$ cat src/rtl/barrel_shift_pipe_if.sv
`default_nettype none
// ============================================================================
// Module      : barrel_shift_pipe_if
// Description : Streaming bundle for barrel_shift_pipe. Carries the input
//               valid/ready channel (operand, amount, mode, tag) and the
//               output valid/ready channel (result, tag). The master side
//               is the producer/consumer around the shifter; the slave
//               side is the shifter itself.
// Revision    : 1.0 - initial release
// ============================================================================
interface barrel_shift_pipe_if #(
    parameter int DW = 8,
    parameter int SW = 3,
    parameter int TW = 4
);
    logic          in_valid;
    logic          in_ready;
    logic [DW-1:0] in_data;
    logic [SW-1:0] in_amt;
    logic [1:0]    in_mode;
    logic [TW-1:0] in_tag;
    logic          out_valid;
    logic          out_ready;
    logic [DW-1:0] out_data;
    logic [TW-1:0] out_tag;

    modport master (
        output in_valid, in_data, in_amt, in_mode, in_tag, out_ready,
        input  in_ready, out_valid, out_data, out_tag
    );

    modport slave (
        input  in_valid, in_data, in_amt, in_mode, in_tag, out_ready,
        output in_ready, out_valid, out_data, out_tag
    );
endinterface
`default_nettype wire

$ cat src/rtl/barrel_shift_pipe.sv
`default_nettype none
// ============================================================================
// Module      : barrel_shift_pipe
// Description : Pipelined four-mode barrel shifter (rotate-left,
//               rotate-right, logical-left, arithmetic-right) with
//               valid/ready streaming on both sides and a tag sideband.
//               The shift is split into SW binary-weighted stages.
//               Build option BARREL_SHIFT_PIPE_STAGE_EN:
//                 defined   -> one register per shift stage
//                              (latency SW, capacity SW)
//                 undefined -> all stages combinational into a single
//                              output register (latency 1, capacity 1)
// Revision    : 1.0 - initial release
// ============================================================================
module barrel_shift_pipe #(
    parameter int DW = 8,
    parameter int SW = 3,
    parameter int TW = 4
) (
    input wire                 clk,
    input wire                 rst,
    barrel_shift_pipe_if.slave bus
);

    localparam logic [1:0] c_MODE_ROL = 2'b00;
    localparam logic [1:0] c_MODE_ROR = 2'b01;
    localparam logic [1:0] c_MODE_LSL = 2'b10;

`ifdef BARREL_SHIFT_PIPE_STAGE_EN
    localparam int NR = SW;
`else
    localparam int NR = 1;
`endif

    if (DW != (1 << SW)) begin : g_bad_width
        $fatal(1, "barrel_shift_pipe: DW (%0d) must equal 2**SW (%0d)", DW, 1 << SW);
    end

    if (TW < 1) begin : g_bad_tag
        $fatal(1, "barrel_shift_pipe: TW must be at least 1");
    end

    // One binary-weighted shift stage: shift by s when en is set, else pass.
    // The arithmetic fill uses the sign of the original operand, carried
    // alongside the data, so later stages never depend on earlier results.
    function automatic logic [DW-1:0] f_shift(
        input logic [DW-1:0] d,
        input logic [1:0]    mode,
        input logic          sgn,
        input logic          en,
        input int            s
    );
        logic [DW-1:0] fill;
        logic [DW-1:0] r;
        fill = sgn ? ~({DW{1'b1}} >> s) : '0;
        case (mode)
            c_MODE_ROL: r = (d << s) | (d >> (DW - s));
            c_MODE_ROR: r = (d >> s) | (d << (DW - s));
            c_MODE_LSL: r = d << s;
            default:    r = (d >> s) | fill;
        endcase
        return en ? r : d;
    endfunction

    // Register stages. Each holds a valid bit plus the partially shifted
    // data and tag; intermediate stages also carry mode, sign and the
    // amount bits still to be applied.
    for (genvar r = 0; r < NR; r++) begin : g_reg
        logic          valid_q;
        logic          w_adv;
        logic          w_up_valid;
        logic [DW-1:0] data_q;
        logic [DW-1:0] data_d;
        logic [TW-1:0] tag_q;
        logic [TW-1:0] tag_d;

        if (r == 0) begin : g_up_in
            assign w_up_valid = bus.in_valid;
        end else begin : g_up_prev
            assign w_up_valid = g_reg[r-1].valid_q;
        end

        // A stage may take new content when it is empty or its content
        // moves on this edge; this lets bubbles collapse under a stall.
        if (r == NR - 1) begin : g_adv_last
            assign w_adv = !valid_q || bus.out_ready;
        end else begin : g_adv_mid
            assign w_adv = !valid_q || g_reg[r+1].w_adv;
        end

`ifdef BARREL_SHIFT_PIPE_STAGE_EN
        logic [DW-1:0] w_src_data;
        logic [1:0]    w_src_mode;
        logic          w_src_sign;
        logic          w_src_en;

        if (r == 0) begin : g_src_in
            assign w_src_data = bus.in_data;
            assign w_src_mode = bus.in_mode;
            assign w_src_sign = bus.in_data[DW-1];
            assign w_src_en   = bus.in_amt[0];
            assign tag_d      = bus.in_tag;
        end else begin : g_src_prev
            assign w_src_data = g_reg[r-1].data_q;
            assign w_src_mode = g_reg[r-1].g_ctrl.mode_q;
            assign w_src_sign = g_reg[r-1].g_ctrl.sign_q;
            assign w_src_en   = g_reg[r-1].g_ctrl.amt_q[0];
            assign tag_d      = g_reg[r-1].tag_q;
        end

        assign data_d = f_shift(w_src_data, w_src_mode, w_src_sign, w_src_en, 1 << r);

        if (r < NR - 1) begin : g_ctrl
            logic [1:0]      mode_q;
            logic            sign_q;
            logic [SW-2-r:0] amt_q;
            logic [SW-2-r:0] amt_d;

            if (r == 0) begin : g_amt_in
                assign amt_d = bus.in_amt[SW-1:1];
            end else begin : g_amt_prev
                assign amt_d = g_reg[r-1].g_ctrl.amt_q[SW-1-r:1];
            end

            // Control sideband follows the data into the next stage.
            always_ff @(posedge clk or posedge rst) begin
                if (rst) begin
                    mode_q <= '0;
                    sign_q <= 1'b0;
                    amt_q  <= '0;
                end else if (w_adv && w_up_valid) begin
                    mode_q <= w_src_mode;
                    sign_q <= w_src_sign;
                    amt_q  <= amt_d;
                end
            end
        end
`else
        logic [DW-1:0] w_chain;

        // Whole shift ladder evaluated in one cycle ahead of the register.
        always_comb begin
            w_chain = bus.in_data;
            for (int k = 0; k < SW; k++) begin
                w_chain = f_shift(w_chain, bus.in_mode, bus.in_data[DW-1],
                                  bus.in_amt[k], 1 << k);
            end
        end

        assign data_d = w_chain;
        assign tag_d  = bus.in_tag;
`endif

        // Valid bit: reloads from upstream whenever the stage advances.
        always_ff @(posedge clk or posedge rst) begin
            if (rst) begin
                valid_q <= 1'b0;
            end else if (w_adv) begin
                valid_q <= w_up_valid;
            end
        end

        // Payload: captured only on a real transfer, held otherwise so the
        // output stays stable while stalled.
        always_ff @(posedge clk or posedge rst) begin
            if (rst) begin
                data_q <= '0;
                tag_q  <= '0;
            end else if (w_adv && w_up_valid) begin
                data_q <= data_d;
                tag_q  <= tag_d;
            end
        end
    end

    assign bus.in_ready  = g_reg[0].w_adv;
    assign bus.out_valid = g_reg[NR-1].valid_q;
    assign bus.out_data  = g_reg[NR-1].data_q;
    assign bus.out_tag   = g_reg[NR-1].tag_q;

endmodule
`default_nettype wire

$ cat src/flat_wrapper.sv
// flat-port wrapper written by rule: the top's interface ports become plain ports
module barrel_shift_pipe_flat 
#(
    parameter int DW = 8,
    parameter int SW = 3,
    parameter int TW = 4
)
  (clk, rst, bus_in_valid, bus_in_data, bus_in_amt, bus_in_mode, bus_in_tag, bus_out_ready, bus_in_ready, bus_out_valid, bus_out_data, bus_out_tag);
  barrel_shift_pipe_if #(.DW(DW), .SW(SW), .TW(TW)) bus_i ();
  input wire clk;
  input wire rst;
  input wire logic [$bits(bus_i.in_valid)-1:0] bus_in_valid;
  input wire logic [$bits(bus_i.in_data)-1:0] bus_in_data;
  input wire logic [$bits(bus_i.in_amt)-1:0] bus_in_amt;
  input wire logic [$bits(bus_i.in_mode)-1:0] bus_in_mode;
  input wire logic [$bits(bus_i.in_tag)-1:0] bus_in_tag;
  input wire logic [$bits(bus_i.out_ready)-1:0] bus_out_ready;
  output wire logic [$bits(bus_i.in_ready)-1:0] bus_in_ready;
  output wire logic [$bits(bus_i.out_valid)-1:0] bus_out_valid;
  output wire logic [$bits(bus_i.out_data)-1:0] bus_out_data;
  output wire logic [$bits(bus_i.out_tag)-1:0] bus_out_tag;
  assign bus_i.in_valid = bus_in_valid;
  assign bus_i.in_data = bus_in_data;
  assign bus_i.in_amt = bus_in_amt;
  assign bus_i.in_mode = bus_in_mode;
  assign bus_i.in_tag = bus_in_tag;
  assign bus_i.out_ready = bus_out_ready;
  assign bus_in_ready = bus_i.in_ready;
  assign bus_out_valid = bus_i.out_valid;
  assign bus_out_data = bus_i.out_data;
  assign bus_out_tag = bus_i.out_tag;
  barrel_shift_pipe #(.DW(DW), .SW(SW), .TW(TW)) u_core (.clk(clk), .rst(rst), .bus(bus_i));
endmodule
$ cat config.mk
export PLATFORM = sky130hd
export DESIGN_NAME = barrel_shift_pipe_flat
export DESIGN_NICKNAME = d
export VERILOG_FILES = /design/src/rtl/barrel_shift_pipe_if.sv /design/src/rtl/barrel_shift_pipe.sv /design/src/flat_wrapper.sv
export SDC_FILE = /design/constraint.sdc
export NUM_CORES = 1
export LEC_CHECK = 0
export CAP_MARGIN = 20
export CORE_MARGIN = 2
export CORE_UTILIZATION = 45
export DETAILED_ROUTE_END_ITERATION = 7
export GPL_ROUTABILITY_DRIVEN = 0
export GPL_TIMING_DRIVEN = 0
export PLACE_DENSITY = 0.79
export REMOVE_ABC_BUFFERS = 1
export SYNTH_ARGS = -nofsm -noshare
export SYNTH_HDL_FRONTEND = slang
export SYNTH_SLANG_ARGS = --single-unit
$ cat constraint.sdc
create_clock -name clk -period 1.7 [get_ports clk]
set_input_delay 0.255 -clock clk [delete_from_list [all_inputs] [get_ports clk]]
set_output_delay 0.255 -clock clk [all_outputs]
set_load 0.01 [all_outputs]
Word level (Yosys, flattened, before mapping)
Index checks and enable logic that the tools add are counted.
Widths: inputs -> output; s select.
{"block": "word_totals", "regBits": 13, "in_bits": 21, "out_inout_bits": 14, "word_cells": 27}
{"block": "classes", "n_eq_ne": 2, "n_mux": 9, "bitwise_logic": 8, "n_reduce_logical": 5}
{"operator": "$mux 8", "count": 6}
{"operator": "$pmux 8 s3", "count": 2}
{"operator": "$or 6x8->8", "count": 2}
{"operator": "$or 7x8->8", "count": 2}
{"operator": "$pmux 8 s2", "count": 1}
{"operator": "$or 4x8->8", "count": 1}
{"operator": "$or 8x1->8", "count": 1}
{"operator": "$or 8x2->8", "count": 1}
{"operator": "$or 8x4->8", "count": 1}
{"operator": "$eq 2x1->1 const B", "count": 1}
{"operator": "$eq 2x2->1 const B", "count": 1}
{"operator": "$logic_not 2->1", "count": 1}
{"operator": "$reduce_or 2->1", "count": 1}
{"operator": "$logic_and 1x1->1", "count": 1}
{"operator": "$logic_not 1->1", "count": 1}
{"operator": "$logic_or 1x1->1", "count": 1}

Longest topological paths before layout
Gate-level depths: netlist of the first run.
{"block": "logic_depth", "ltp_word": 10, "ltp_mapped": 7, "ltp_nobuf": 5}

Least setup slack after synthesis of the first run
No wires, ideal clock.
{"block": "synth_path", "kind": "input to register", "from": "input port bus_in_data[7]", "to": "register u_core.g_reg[0].data_q[0], in the netlist u_core.bus.out_data[0]", "setup_ns": 0.126, "t_arrival_ns": 1.320, "required_ns": 1.574, "slack_ns": 0.254, "cell_stages": 5, "n_path_buf": 1, "cell_sequence": "buf_4 mux4_1 a21oi_1 nor2_1 a221o_1"}
{"block": "synth_between", "elab_chain_len": 9, "elab_cells_between_ends": 14, "classes_between": "mux: 6; bitwise: 8"}
{"element": "start, declared", "line_no": "flat_wrapper.sv:13", "source": "input wire logic [$bits(bus_i.in_data)-1:0] bus_in_data;"}
{"element": "$or 7x8->8, on equally long branches", "line_no": "barrel_shift_pipe.sv:60, barrel_shift_pipe.sv:58"}
{"element": "$pmux 8 s3 *", "line_no": "barrel_shift_pipe.sv:56", "source": "case (mode)"}
{"element": "$mux 8 *", "line_no": "barrel_shift_pipe.sv:62", "source": "return en ? r : d;"}
{"element": "$or 6x8->8, on equally long branches", "line_no": "barrel_shift_pipe.sv:60, barrel_shift_pipe.sv:58"}
{"element": "$pmux 8 s3", "line_no": "barrel_shift_pipe.sv:56"}
{"element": "$mux 8 *", "line_no": "barrel_shift_pipe.sv:62"}
{"element": "$or 4x8->8 or $or 8x4->8 (tied branches)", "line_no": "barrel_shift_pipe.sv:60, barrel_shift_pipe.sv:57, barrel_shift_pipe.sv:58"}
{"element": "$pmux 8 s2", "line_no": "barrel_shift_pipe.sv:56"}
{"element": "$mux 8 *", "line_no": "barrel_shift_pipe.sv:62"}
{"element": "end signal, assigned", "line_no": "barrel_shift_pipe.sv:170", "source": "data_q <= data_d;"}
{"element": "end, declared", "line_no": "barrel_shift_pipe.sv:72", "source": "logic [DW-1:0] data_q;"}
Mark *: on every way between the ends. The rest lies on a longest branch, timed or not.
A chain may end at the register's enable or synchronous reset.

Final worst setup path of the first run
{"block": "layout_path", "from": "input port bus_in_data[4]", "to": "register u_core.g_reg[0].data_q[7], in the netlist u_core.bus.out_data[7]"}
{"block": "layout_between", "elab_chain_len": 9, "elab_cells_between_ends": 13, "classes_between": "mux: 6; bitwise: 7"}
{"element": "$or 8x1->8", "line_no": "barrel_shift_pipe.sv:57", "source": "c_MODE_ROL: r = (d << s) | (d >> (DW - s));"}
{"element": "$pmux 8 s3 *", "line_no": "barrel_shift_pipe.sv:56"}
{"element": "$mux 8 *", "line_no": "barrel_shift_pipe.sv:62"}
{"element": "$or 6x8->8, on equally long branches", "line_no": "barrel_shift_pipe.sv:60, barrel_shift_pipe.sv:58"}
{"element": "$pmux 8 s3", "line_no": "barrel_shift_pipe.sv:56"}
{"element": "$mux 8 *", "line_no": "barrel_shift_pipe.sv:62"}
{"element": "$or 8x4->8", "line_no": "barrel_shift_pipe.sv:57, barrel_shift_pipe.sv:58"}
{"element": "$pmux 8 s2", "line_no": "barrel_shift_pipe.sv:56"}
{"element": "$mux 8 *", "line_no": "barrel_shift_pipe.sv:62"}
Marks and branches as above.

==> impl_metrics.yaml, run 1 <==
timing:
  setup_viol: 0
  period_needed_ps: 1560
  worst_pin_slew_ps: 487
  hold_viol: 0
  tns_ps: 0
  finalMaxSlewViolations: 0
  fin_crit_sh: 0.915
  rsz0062_at_grt: "false"
  finClkSkew_ps: 2.63
  relSlewSlack: 0.675
  max_freq_mhz: 643
power_and_ir_drop:
  p_switching_mw: 0.328
  ir_drop_uv: 713
  power.density_nw_per_um2: 649
  p_seq_frac: 0.382
  clkPwrFrac: 0.186
  p_leak_nw: 0.662
  p_int_mw: 0.676
  combPwrFrac: 0.432
  netSwitchingFraction: 0.327
  total_power_mw: 1.00
global_route:
  grt_max_degree: 33
  grt_overflow_total: 0
  antenna_found_initial: 0
  grt_pass1_vias: 1095
  grt_first_pass_wirelength_mm: 5.03
  grt_use_total: 0.198
yosys:
  synth-async-reset-ratio: 1.00
  synth-edff-count: 0
  synth_area_leaders: "dfrtp_1 26%, mux2i_1 11%, mux2_2 5.5%"
  ys_types: 44
  netlist.area_leader.share: 0.264
  yosysTopAreaCell: "dfrtp_1"
  syn_area_um2: 1230
  synth.avg_cell_area_um2: 9.00
  synthCells: 137
  synthFlopType: "dfrtp_1"
  ys_ff_latch: 13
  synth_common_cells: "13 x dfrtp_1, 13 x mux2i_1, 11 x o21ai_0"
  yosysSeqAreaShare: 0.264
  yosysWarningCount: 0
clock_network:
  tritoncts: "done"
  root_buffer: "clkbuf_4"
  cts.hold.buffers_added: 0
  clock_path_buffers: 2
  cts_setup_buffers: 0
  clock_insertion_delay_worst_skew_ps: 270
  htree_num_levels: 1
  cts_resized: 18
  cts_buffers: 3
  cts_sinks: 13
  clk_pin_slew_worst_paths_ps: 70
critical_path:
  crit_arrival_ps: 1690
  path_class: "input pin to flip-flop"
  crit_path_end_kind: "flip-flop"
  start_kind: "input pin"
  crit_fanout: 7
  worst_ep_required_time_ps: 1840
cells_and_area:
  nets: 186
  final_area_um2: 1550
  layout-drive-gt1-share: 0.122
  area_growth_pct: 25.5
  antennaDiodeCount: 0
floorplan:
  die_h_um: 56.3
  dieArea_um2: 3170
  initial_core_util: 0.484
  core.rowCount: 18
  die_w_um: 56.3
  boundaryPins: 35
  coreArea_um2: 2540
worst_hold_path:
  min_path_type: "input pin to async pin"
detailed_routing:
  viasPerCell: 6.22
  wl_met3_um: 125
  met2RoutedLength_mm: 1.56
  drt_wl_total_mm: 3.08
  first_pass_iters: 5
  ant_nets: 0
  wl_met1_mm: 1.34
  drt-initial-drc-count: 35
  num_vias: 1206
  avgRoutedWirePerCell_um: 15.9
  drcViolationCount: 0
  routed.top_layer: "met4"
placed_design:
  place_area_um2: 1510
  io_buffers: 34
  dp_hpwl_mm: 2.29
outcome:
  status: "finished clean"
run:
  cap_viol_max_count: 0
-- through the flow --
stage          hold slack [ps]  std cells   util  worst slack, ps
2_1_floorplan              132        126      -              134
3_3_place_gp               472        190  0.593            -1010
3_5_place_dp               479        190  0.593            -1050
4_1_cts                    317        194  0.602             32.8
5_1_grt                    340        194  0.608             38.3
6_report                   302        194  0.608              144
-- power by group through the flow --
| stage | Combinational (mW) | Clock, mW | Sequential, mW |
|---|---|---|---|
| global placement | 0.425 | 0 | 0.388 |
| global route | 0.468 | 0.208 | 0.391 |
| finish | 0.433 | 0.187 | 0.384 |
| detailed placement | 0.434 | 0 | 0.390 |
| CTS | 0.429 | 0.194 | 0.384 |
| floorplan | 0.178 | 0 | 0.413 |
-- state kept, by name, summed over array words and instances, names as in the netlist --
signal,flops
u_core.bus.out_data,8
u_core.bus.out_valid,1
u_core.bus.out_tag,4
-- placed cells by master (no fill, tap or decap), types with 3 or more instances in the layout --
cell type,n
clkdlybuf4s50_1,25
mux2i_1,13
dfrtp_1,13
o21ai_0,11
nor2_1,8
a21oi_1,8
inv_1,7
nand2_1,6
mux2_2,6
clkbuf_4,5
o22ai_1,4
nor2b_1,4
dlygate4sd2_1,4
nand2b_1,3
nor3_1,3
a211oi_1,3
a221oi_1,3
-- cell type report --
type | count | area [µm²]
Sequential cell | 13 | 325
Fill cell | 223 | 998
Timing Repair Buffer | 34 | 330
Multi-Input combinational cell | 105 | 783
Tap cell | 30 | 37.5
Inverter | 8 | 43.8
Clock buffer | 4 | 26.3
-- final timing paths --
| check | startpoint | to | slack [ps] | cells after the start |
|---|---|---|---|---|
| min reg2reg | u_core.bus.out_data[4] | u_core.bus.out_data[4] | 490 | 2 |
| min in group clk | u_core.bus.out_data[4] | u_core.bus.out_data[4] | 490 | 2 |
| max in group asynchronous | rst | u_core.bus.out_tag[2] | 1070 | 2 |
| max reg2reg | u_core.bus.out_valid | u_core.bus.out_data[2] | 280 | 5 |
| min | rst | u_core.bus.out_valid | 300 | 2 |
| max | bus_in_data[4] | u_core.bus.out_data[7] | 140 | 6 |
-- per-layer routing --
metal  vias up  track usage
met4         0       0.0680
li1        580            -
met1       578        0.259
met3        13       0.0461
met5         -            0
met2        35        0.321
-- critical path: stages --
cell and delay, ps:
clkdlybuf4s50_1 560, mux2_2 330, a21oi_1 160, nand2_1 90, a311oi_1 230, a221oi_1 80
-- kinds of logic after synthesis --
| logic type | synth area share |
|---|---|
| compound gates | 0.309 |
| mux | 0.182 |
| buf+inv | 0.117 |
| simple gates | 0.129 |
| flops | 0.264 |
No activity file was read; power rests on OpenSTA's default activity.
==> run 2, diff against run 1 <==
Settings changed: TNS_END_PERCENT from default to 100.
==> results of run 2 <==
Final layout, timing and power as in run 1 (identical DEF).
